[config.mk]
export PLATFORM = sky130hd
export DESIGN_NAME = sat_add_lanes
export DESIGN_NICKNAME = d
export VERILOG_FILES = /design/src/rtl/sat_pkg.sv /design/src/rtl/sat_add_lane.sv /design/src/rtl/sat_add_lanes.sv
export SDC_FILE = /design/constraint.sdc
export NUM_CORES = 1
export LEC_CHECK = 0
export CORE_ASPECT_RATIO = 1.4
export CORE_MARGIN = 5
export CORE_UTILIZATION = 70
export CTS_CLUSTER_DIAMETER = 100
export DETAILED_ROUTE_END_ITERATION = 12
export DONT_BUFFER_PORTS = 1
export PLACE_DENSITY = 0.84
export SLEW_MARGIN = 20
export SYNTH_ARGS = -nofsm -noshare
export SYNTH_HDL_FRONTEND = slang
export SYNTH_SLANG_ARGS = --single-unit
[constraint.sdc]
create_clock -name i_clk -period 14.3 [get_ports i_clk]
set_input_delay 3.575 -clock i_clk [delete_from_list [all_inputs] [get_ports i_clk]]
set_output_delay 3.575 -clock i_clk [all_outputs]
set_load 0.02 [all_outputs]
[src/rtl/sat_pkg.sv]
// Shared definitions for the saturating lane adder: operation modes and signed range limits.
package sat_pkg;

  typedef enum logic [1:0] {
    MODE_ADD  = 2'b00,
    MODE_SUB  = 2'b01,
    MODE_ACC  = 2'b10,
    MODE_LOAD = 2'b11
  } mode_e;

  // Largest value representable in a w-bit two's-complement word.
  function automatic logic signed [63:0] sat_max(input int unsigned w);
    return (64'sd1 <<< (w - 1)) - 64'sd1;
  endfunction

  // Most negative value representable in a w-bit two's-complement word.
  function automatic logic signed [63:0] sat_min(input int unsigned w);
    return -(64'sd1 <<< (w - 1));
  endfunction

endpackage

[src/rtl/sat_add_lane.sv]
// One saturating lane: W+1 bit add/sub/accumulate, clip to the W-bit range, result, flag
// and accumulator registers.
module sat_add_lane
  import sat_pkg::*;
#(
  parameter int unsigned W = 16
) (
  input  logic         i_clk,
  input  logic         i_rst,
  input  logic         i_stall,
  input  logic         i_valid,
  input  mode_e        i_mode,
  input  logic [W-1:0] i_a,
  input  logic [W-1:0] i_b,
  output logic [W-1:0] o_c,
  output logic         o_sat,
  output logic         o_sat_d
);

  localparam logic [W-1:0] MaxVal = W'(sat_max(W));
  localparam logic [W-1:0] MinVal = W'(sat_min(W));

  logic [W:0]   w_a_ext;
  logic [W:0]   w_b_ext;
  logic [W:0]   w_acc_ext;
  logic [W:0]   w_sum;
  logic [W-1:0] w_res;
  logic         w_sat;
  logic         w_upd;
  logic [W-1:0] r_c;
  logic         r_sat;
  logic [W-1:0] r_acc;

  assign w_a_ext   = {i_a[W-1], i_a};
  assign w_b_ext   = {i_b[W-1], i_b};
  assign w_acc_ext = {r_acc[W-1], r_acc};

  always_comb begin
    w_sum = w_a_ext;
    unique case (i_mode)
      MODE_ADD:  w_sum = w_a_ext + w_b_ext;
      MODE_SUB:  w_sum = w_a_ext - w_b_ext;
      MODE_ACC:  w_sum = w_acc_ext + w_a_ext;
      MODE_LOAD: w_sum = w_a_ext;
    endcase
  end

  // The two top bits of the W+1 result disagree exactly when it left the W-bit range.
  always_comb begin
    w_sat = 1'b0;
    w_res = w_sum[W-1:0];
    if (w_sum[W] != w_sum[W-1]) begin
      w_sat = 1'b1;
      w_res = w_sum[W] ? MinVal : MaxVal;
    end
  end

  assign w_upd = i_valid && !i_stall;

  always_ff @(posedge i_clk) begin
    if (i_rst) begin
      r_c   <= '0;
      r_sat <= 1'b0;
      r_acc <= '0;
    end else if (w_upd) begin
      r_c   <= w_res;
      r_sat <= w_sat;
      if (i_mode == MODE_ACC || i_mode == MODE_LOAD) begin
        r_acc <= w_res;
      end
    end
  end

  assign o_c     = r_c;
  assign o_sat   = r_sat;
  assign o_sat_d = w_sat && i_valid;

endmodule

[src/rtl/sat_add_lanes.sv]
// Multi-lane pipelined saturating add/sub/accumulate for LDPC message arithmetic.
// S1 registers operands and mode; S2 (inside each lane) computes, clips and registers results.
module sat_add_lanes
  import sat_pkg::*;
#(
  parameter int unsigned W     = 16,
  parameter int unsigned LANES = 4,
  parameter int unsigned CNT_W = 16
) (
  input  logic               i_clk,
  input  logic               i_rst,
  input  logic               i_stall,
  input  logic               i_in_valid,
  input  logic [1:0]         i_mode,
  input  logic [LANES*W-1:0] i_a,
  input  logic [LANES*W-1:0] i_b,
  output logic               o_out_valid,
  output logic [LANES*W-1:0] o_c,
  output logic [LANES-1:0]   o_sat_flag,
  output logic [CNT_W-1:0]   o_sat_count
);

  logic               r_s1_valid;
  mode_e              r_s1_mode;
  logic [LANES*W-1:0] r_s1_a;
  logic [LANES*W-1:0] r_s1_b;
  logic               r_out_valid;
  logic [CNT_W-1:0]   r_sat_count;
  logic [LANES-1:0]   w_sat_d;
  logic               w_cnt_inc;

  always_ff @(posedge i_clk) begin
    if (i_rst) begin
      r_s1_valid <= 1'b0;
      r_s1_mode  <= MODE_ADD;
      r_s1_a     <= '0;
      r_s1_b     <= '0;
    end else if (!i_stall) begin
      r_s1_valid <= i_in_valid;
      if (i_in_valid) begin
        r_s1_mode <= mode_e'(i_mode);
        r_s1_a    <= i_a;
        r_s1_b    <= i_b;
      end
    end
  end

  for (genvar g = 0; g < LANES; g++) begin : g_lane
    sat_add_lane #(
      .W(W)
    ) u_lane (
      .i_clk   (i_clk),
      .i_rst   (i_rst),
      .i_stall (i_stall),
      .i_valid (r_s1_valid),
      .i_mode  (r_s1_mode),
      .i_a     (r_s1_a[g*W +: W]),
      .i_b     (r_s1_b[g*W +: W]),
      .o_c     (o_c[g*W +: W]),
      .o_sat   (o_sat_flag[g]),
      .o_sat_d (w_sat_d[g])
    );
  end

  // Counts the beat being registered now, so the count lines up with the flags it reflects.
  assign w_cnt_inc = !i_stall && r_s1_valid && (|w_sat_d) && (r_sat_count != '1);

  always_ff @(posedge i_clk) begin
    if (i_rst) begin
      r_out_valid <= 1'b0;
      r_sat_count <= '0;
    end else if (!i_stall) begin
      r_out_valid <= r_s1_valid;
      if (w_cnt_inc) begin
        r_sat_count <= r_sat_count + CNT_W'(1);
      end
    end
  end

  assign o_out_valid = r_out_valid;
  assign o_sat_count = r_sat_count;

endmodule

After elaboration in Yosys (flattened, before gate mapping)

Cells that the tools add are included.

Add/subtract/negate cells: 13
Equality and inequality tests: 8
Multiplexer cells: 16
Bitwise operators: 1
Reduce and logical (&&, ||, !) cells: 14

Operators with widths:

| cell                  | count |
|---|---|
| $pmux 17 s4           | 4 |
| $add 16x16->17        | 8 |
| $mux 16               | 8 |
| $sub 16x16->17        | 4 |
| $add 16x1->16 const B | 1 |
| $ne 16x16->1 const B  | 1 |
| $logic_and 1x1->1     | 7 |
| $reduce_and 2->1      | 3 |
| $eq 2x2->1 const B    | 2 |
| $mux 1                | 4 |
| $ne 1x1->1            | 4 |
| $reduce_or 4->1       | 1 |
| $eq 2x1->1 const B    | 1 |
| $logic_not 2->1       | 1 |
| $logic_not 1->1       | 1 |
| $logic_or 1x1->1      | 1 |
| $not 1->1             | 1 |

Bits in registers: 280
Bits of input ports: 134

Logic depth before layout (Yosys ltp)

Depth in word-level cells: 9
Mapped depth: 23

Cells and area by module

A second synthesis with hierarchy kept.

Cell total of the unflattened synthesis: 2329
Area, all modules: 17446.7 µm²

By module, submodules not included:

| module                               | times used | cells each | area each (µm²) |
|---|---|---|---|
| sat_add_lane at g_lane[1].u_lane ... | 2          | 418        | 3005.4 |
| sat_add_lanes                        | 1          | 670        | 5318.9 |
| sat_add_lane at g_lane[3].u_lane     | 1          | 409        | 3066.7 |
| sat_add_lane at g_lane[0].u_lane     | 1          | 414        | 3050.4 |

Least setup slack after synthesis

OpenSTA, ideal clock, no wires.

Path type: input to register
Start point: in i_stall
End point: reg g_lane[0].u_lane.r_acc[11]
Arrival time: 4913 ps
Data required time: 14163 ps
Path slack: 9249 ps
Stages on the path: 6
Path buffers: 3
Cells stage by stage: nand2b_1 > clkbuf_1 > nor2_1 > clkbuf_1 > clkbuf_1 > a211oi_1

Longest elaborated chain between the ends: 3

RTL lines:

| what                       | line                | RTL |
|---|---|---|
| start, declared            | sat_add_lanes.sv:12 | `input logic i_stall,` |
| $logic_not 1->1            | sat_add_lane.sv:58  | `assign w_upd = i_valid && !i_stall;` |
| $logic_and 1x1->1          | sat_add_lane.sv:58  |  |
| $reduce_and 2->1 (no line) | -                   |  |
| end signal, assigned       | sat_add_lane.sv:69  | `r_acc <= w_res;` |
| end, declared              | sat_add_lane.sv:32  | `logic [W-1:0] r_acc;` |

Every way passes these cells.
A chain may end at the register's enable or synchronous reset.

Worst setup path after layout

Start point: reg r_s1_b[16]
End point: reg r_sat_count[7], in the netlist o_sat_count[7]

Longest elaborated chain between the ends: 9

RTL lines:

| what                                             | line                                   | RTL |
|---|---|---|
| start, declared                                  | sat_add_lanes.sv:26                    | `logic [LANES*W-1:0] r_s1_b;` |
| start signal, assigned                           | sat_add_lanes.sv:43                    | `r_s1_b <= i_b;` |
| $sub 16x16->17 or $add 16x16->17 (tied branches) | sat_add_lane.sv:42, sat_add_lane.sv:41 |  |
| $pmux 17 s4 *                                    | sat_add_lane.sv:40                     | `unique case (i_mode)` |
| $ne 1x1->1 *                                     | sat_add_lane.sv:52                     | `if (w_sum[W] != w_sum[W-1]) begin` |
| $mux 1 *                                         | sat_add_lane.sv:52                     |  |
| $logic_and 1x1->1 *                              | sat_add_lane.sv:76                     | `assign o_sat_d = w_sat && i_valid;` |
| $reduce_or 4->1 *                                | sat_add_lanes.sv:66                    | `assign w_cnt_inc = !i_stall && r_s1_valid && (\|w_sat_d) && (r_sat_count != '1);` |
| $logic_and 1x1->1 * (2 in a row)                 | sat_add_lanes.sv:66                    |  |
| $reduce_and 2->1 (no line) *                     | -                                      |  |
| end signal, assigned                             | sat_add_lanes.sv:75                    | `r_sat_count <= r_sat_count + CNT_W'(1);` |
| end, declared                                    | sat_add_lanes.sv:28                    | `logic [CNT_W-1:0] r_sat_count;` |

Mark *: on every way between the ends. The rest lies on a longest branch, timed or not.

==> impl_metrics.tcl <==
set metrics [dict create \
    antenna_left 0 \
    arrival_ns 6.39 \
    total_power_uw 1883 \
    synthCells 2206 \
    layout-drive-gt1-share 0.04200 \
    slew_headroom 0.2475 \
    synthMuxAreaShare 0.01266 \
    critical_path_class "register to register" \
    power_frac_seq 0.450 \
    post-route-period-util 0.4171 \
    cts_buffers 27 \
    hpwl_mm 32.09 \
    p_per_area_mw_per_mm2 108.7 \
    cts_buffer_depth 3 \
    switchingPower_uw 546.7 \
    dieArea_sq_mm 0.02663 \
    grt_max_degree 285 \
    status "finished, final reports clean" \
    tightestPinTransition_ns 1.121 \
    netlist_area_sq_mm 0.01640 \
    antenna_found_initial 2 \
    yosysMostFrequentCell "nand2_1" \
    min_path_type "register to register" \
    yosysWarnings 0 \
    syn_area_per_cell_sq_um 7.434 \
    ys_seq_area_frac 0.3418 \
    grt_usage 0.3338 \
    synthSimpleGateAreaFrac 0.2107 \
    grt_pass1_wl_mm 74.28 \
    drv_cap 0 \
    clkTransAtPathRegs_ns 0.07 \
    initial_core_util 0.7067 \
    setup_violations 0 \
    yosys-top-cells-count "nand2_1 (364), dfxtp_1 (280), a21oi_1 (250)" \
    ys_ff_latch 280 \
    synth_compound_area_frac 0.2673 \
    final-max-slew-violation-count 0 \
    synthXorXnorAreaFrac 0.03197 \
    placed_area_sq_mm 0.01635 \
    async_flop_share 0 \
    dieWidth_microns 139.4 \
    postCtsSetupRepairBufs 0 \
    first_iter_violations 1325 \
    cp_data_required_time_ns 14.73 \
    row_count 66 \
    switching_share 0.2903 \
    rsz0062_at_grt "false" \
    drtPass1Iterations 6 \
    synth.distinct_cells 67 \
    dpl.cell_count 2375 \
    synth_adder_area_share 0.07935 \
    totalWireLength_mm 46.41 \
    clock-sinks 280 \
    min_period_ns 5.964 \
    fin_setup_tns_ns 0 \
    drc_errors 0 \
    power.leakage_uw 0.006339 \
    combPwrFrac 0.164 \
    crit_fanout 29 \
    port_buffers 0 \
    synth_top_family_by_area "compound AO/OA/AOI/OAI gates" \
    max_freq_ghz 0.1677 \
    hold_viol 0 \
    clkPwrFrac 0.386 \
    synth_edf_count 0 \
    stdcell_area_sq_mm 0.01733 \
    gp_congestion 0.9555 \
    ir_worst_vdd_v 0.0001066 \
    endpoint_kind "register" \
    synth_ff_type "dfxtp_1" \
    ioPinCount 219 \
    stdcell_count 2426 \
    final_nets 2311 \
    area_delta_synth_final_pct 5.669 \
    startpoint_type "register" \
    viasPerCell 6.532 \
    die_h_microns 191.1 \
    core_sq_mm 0.02320 \
    synth_top_cell_by_area "dfxtp_1" \
    hold_buffers 0 \
    syn-num-nets 2416 \
    htree_num_levels 1 \
    yosys.area.top_type_share 0.3418 \
    cts_resized 0 \
    clock_latency_ns 0.55 \
    yosys-top-cells-area "dfxtp_1 (34%), nand2_1 (8.3%), a21oi_1 (7.6%), ha_1 (5.5%), nor2_1 (5.1%)" \
    fin_skew_ns 0.01627 \
    tritoncts "built" \
    wl_per_cell_microns 19.13 \
    cts-root-buf "clkbuf_16" \
    num_vias 15847 \
    grt_overflow 0 \
    cellInternalPower_uw 1337 \
    grt_pass1_vias 14904 \
]
[metal layers]
metal,GRT usage,vias up,part of all wire
li1,-,7630,-
met1,0.3904,7383,0.38
met2,0.5808,670,0.49
met3,0.06056,162,0.079
met4,0.1773,2,0.054
met5,0,-,0.00024
[area by class of cell]
type,instances,area (sq um)
multi-input combinational,1687,9931
timing repair buffer,19,195.2
inverter,86,322.8
tap,306,382.9
fill,1865,5876
sequential,280,5605
clock buffer,34,732.0
antenna,1,2.502
clock inverter,13,157.7
[kinds of logic (layout without fill, tap and decap cells)]
logic type,count (synthesis),in the layout
simple gates,798,798
compound gates,702,702
buf+inv,239,152
other cells,0,1
flops,280,280
mux,20,20
xor+xnor,59,59
fa+ha+maj,108,108
[flip-flops by register name (all words and copies together), names as in the netlist]
name and flops:
g_lane.u_lane.o_sat 4, r_s1_a 64, r_s1_mode 2, r_s1_b 64, o_out_valid 1, r_s1_valid 1
o_sat_count 16, g_lane.u_lane.o_c 64, g_lane.u_lane.r_acc 64
[final timing paths]
| path | cells after the start | slack [ns] | end | start |
|---|---|---|---|---|
| max | 21 | 8.34 | o_sat_count[7] | r_s1_b[16] |
| min | 2 | 0.47 | g_lane[0].u_lane.r_acc[14] | g_lane[0].u_lane.r_acc[14] |
| max reg2reg | 21 | 8.34 | o_sat_count[7] | r_s1_b[16] |
| min reg2reg | 2 | 0.47 | g_lane[0].u_lane.r_acc[14] | g_lane[0].u_lane.r_acc[14] |
[cells in the final DEF (no fill, tap or decap), types with 17 or more instances in the layout]
cell type | Yosys | routed
nand2_1 | 364 | 364
dfxtp_1 | 280 | 280
a21oi_1 | 250 | 250
nor2_1 | 222 | 221
o21ai_0 | 140 | 140
a211oi_1 | 105 | 105
inv_1 | 86 | 86
ha_1 | 72 | 69
nor3_1 | 55 | 55
a32oi_1 | 37 | 37
or3_1 | 34 | 34
xnor2_1 | 35 | 34
maj3_1 | 32 | 32
nand3_1 | 27 | 27
o22ai_1 | 27 | 27
clkbuf_16 | 0 | 27
a21o_1 | 24 | 24
xor2_1 | 23 | 23
nand2b_1 | 21 | 20
o31a_1 | 17 | 17
[through the flow]
| step | worst slack [ns] | hold WS [ns] | utilization |
|---|---|---|---|
| after floorplan | 9.249 | 0.4322 | - |
| after global placement | 8.516 | 0.4486 | 0.7046 |
| after detailed placement | 8.401 | 0.4591 | 0.7046 |
| after CTS | 8.359 | 0.4676 | 0.7430 |
| after global routing | 7.983 | 0.4944 | 0.7468 |
| final | 8.336 | 0.4682 | 0.7468 |
[power by group through the flow]
| stage | clock network, uW | logic [uW] | registers, uW |
|---|---|---|---|
| finish | 727 | 309 | 847 |
| global route | 767 | 340 | 850 |
| CTS | 734 | 301 | 847 |
| detailed placement | 0 | 298 | 864 |
| global placement | 0 | 290 | 863 |
| floorplan | 0 | 243 | 852 |
[critical path, stage by stage, from the launching register on]
cell     delay, ns
dfxtp_1       0.34
or3_1         0.43
or3_1         0.38
or3_1         0.38
nor3_1        0.34
and3_1        0.29
nand2_1       0.09
or3_1         0.35
a21oi_1       0.13
o21ai_0       0.09
ha_1          0.36
o21ai_0       0.12
nor2_1        0.06
or4_1         0.38
o21ai_0       0.24
mux2i_1       0.25
xnor2_1       0.12
xnor2_1       0.45
o21ai_1       0.10
buf_4         0.23
nor4_1        0.33
mux2_2        0.38
Power figures use the tool's default switching activity.
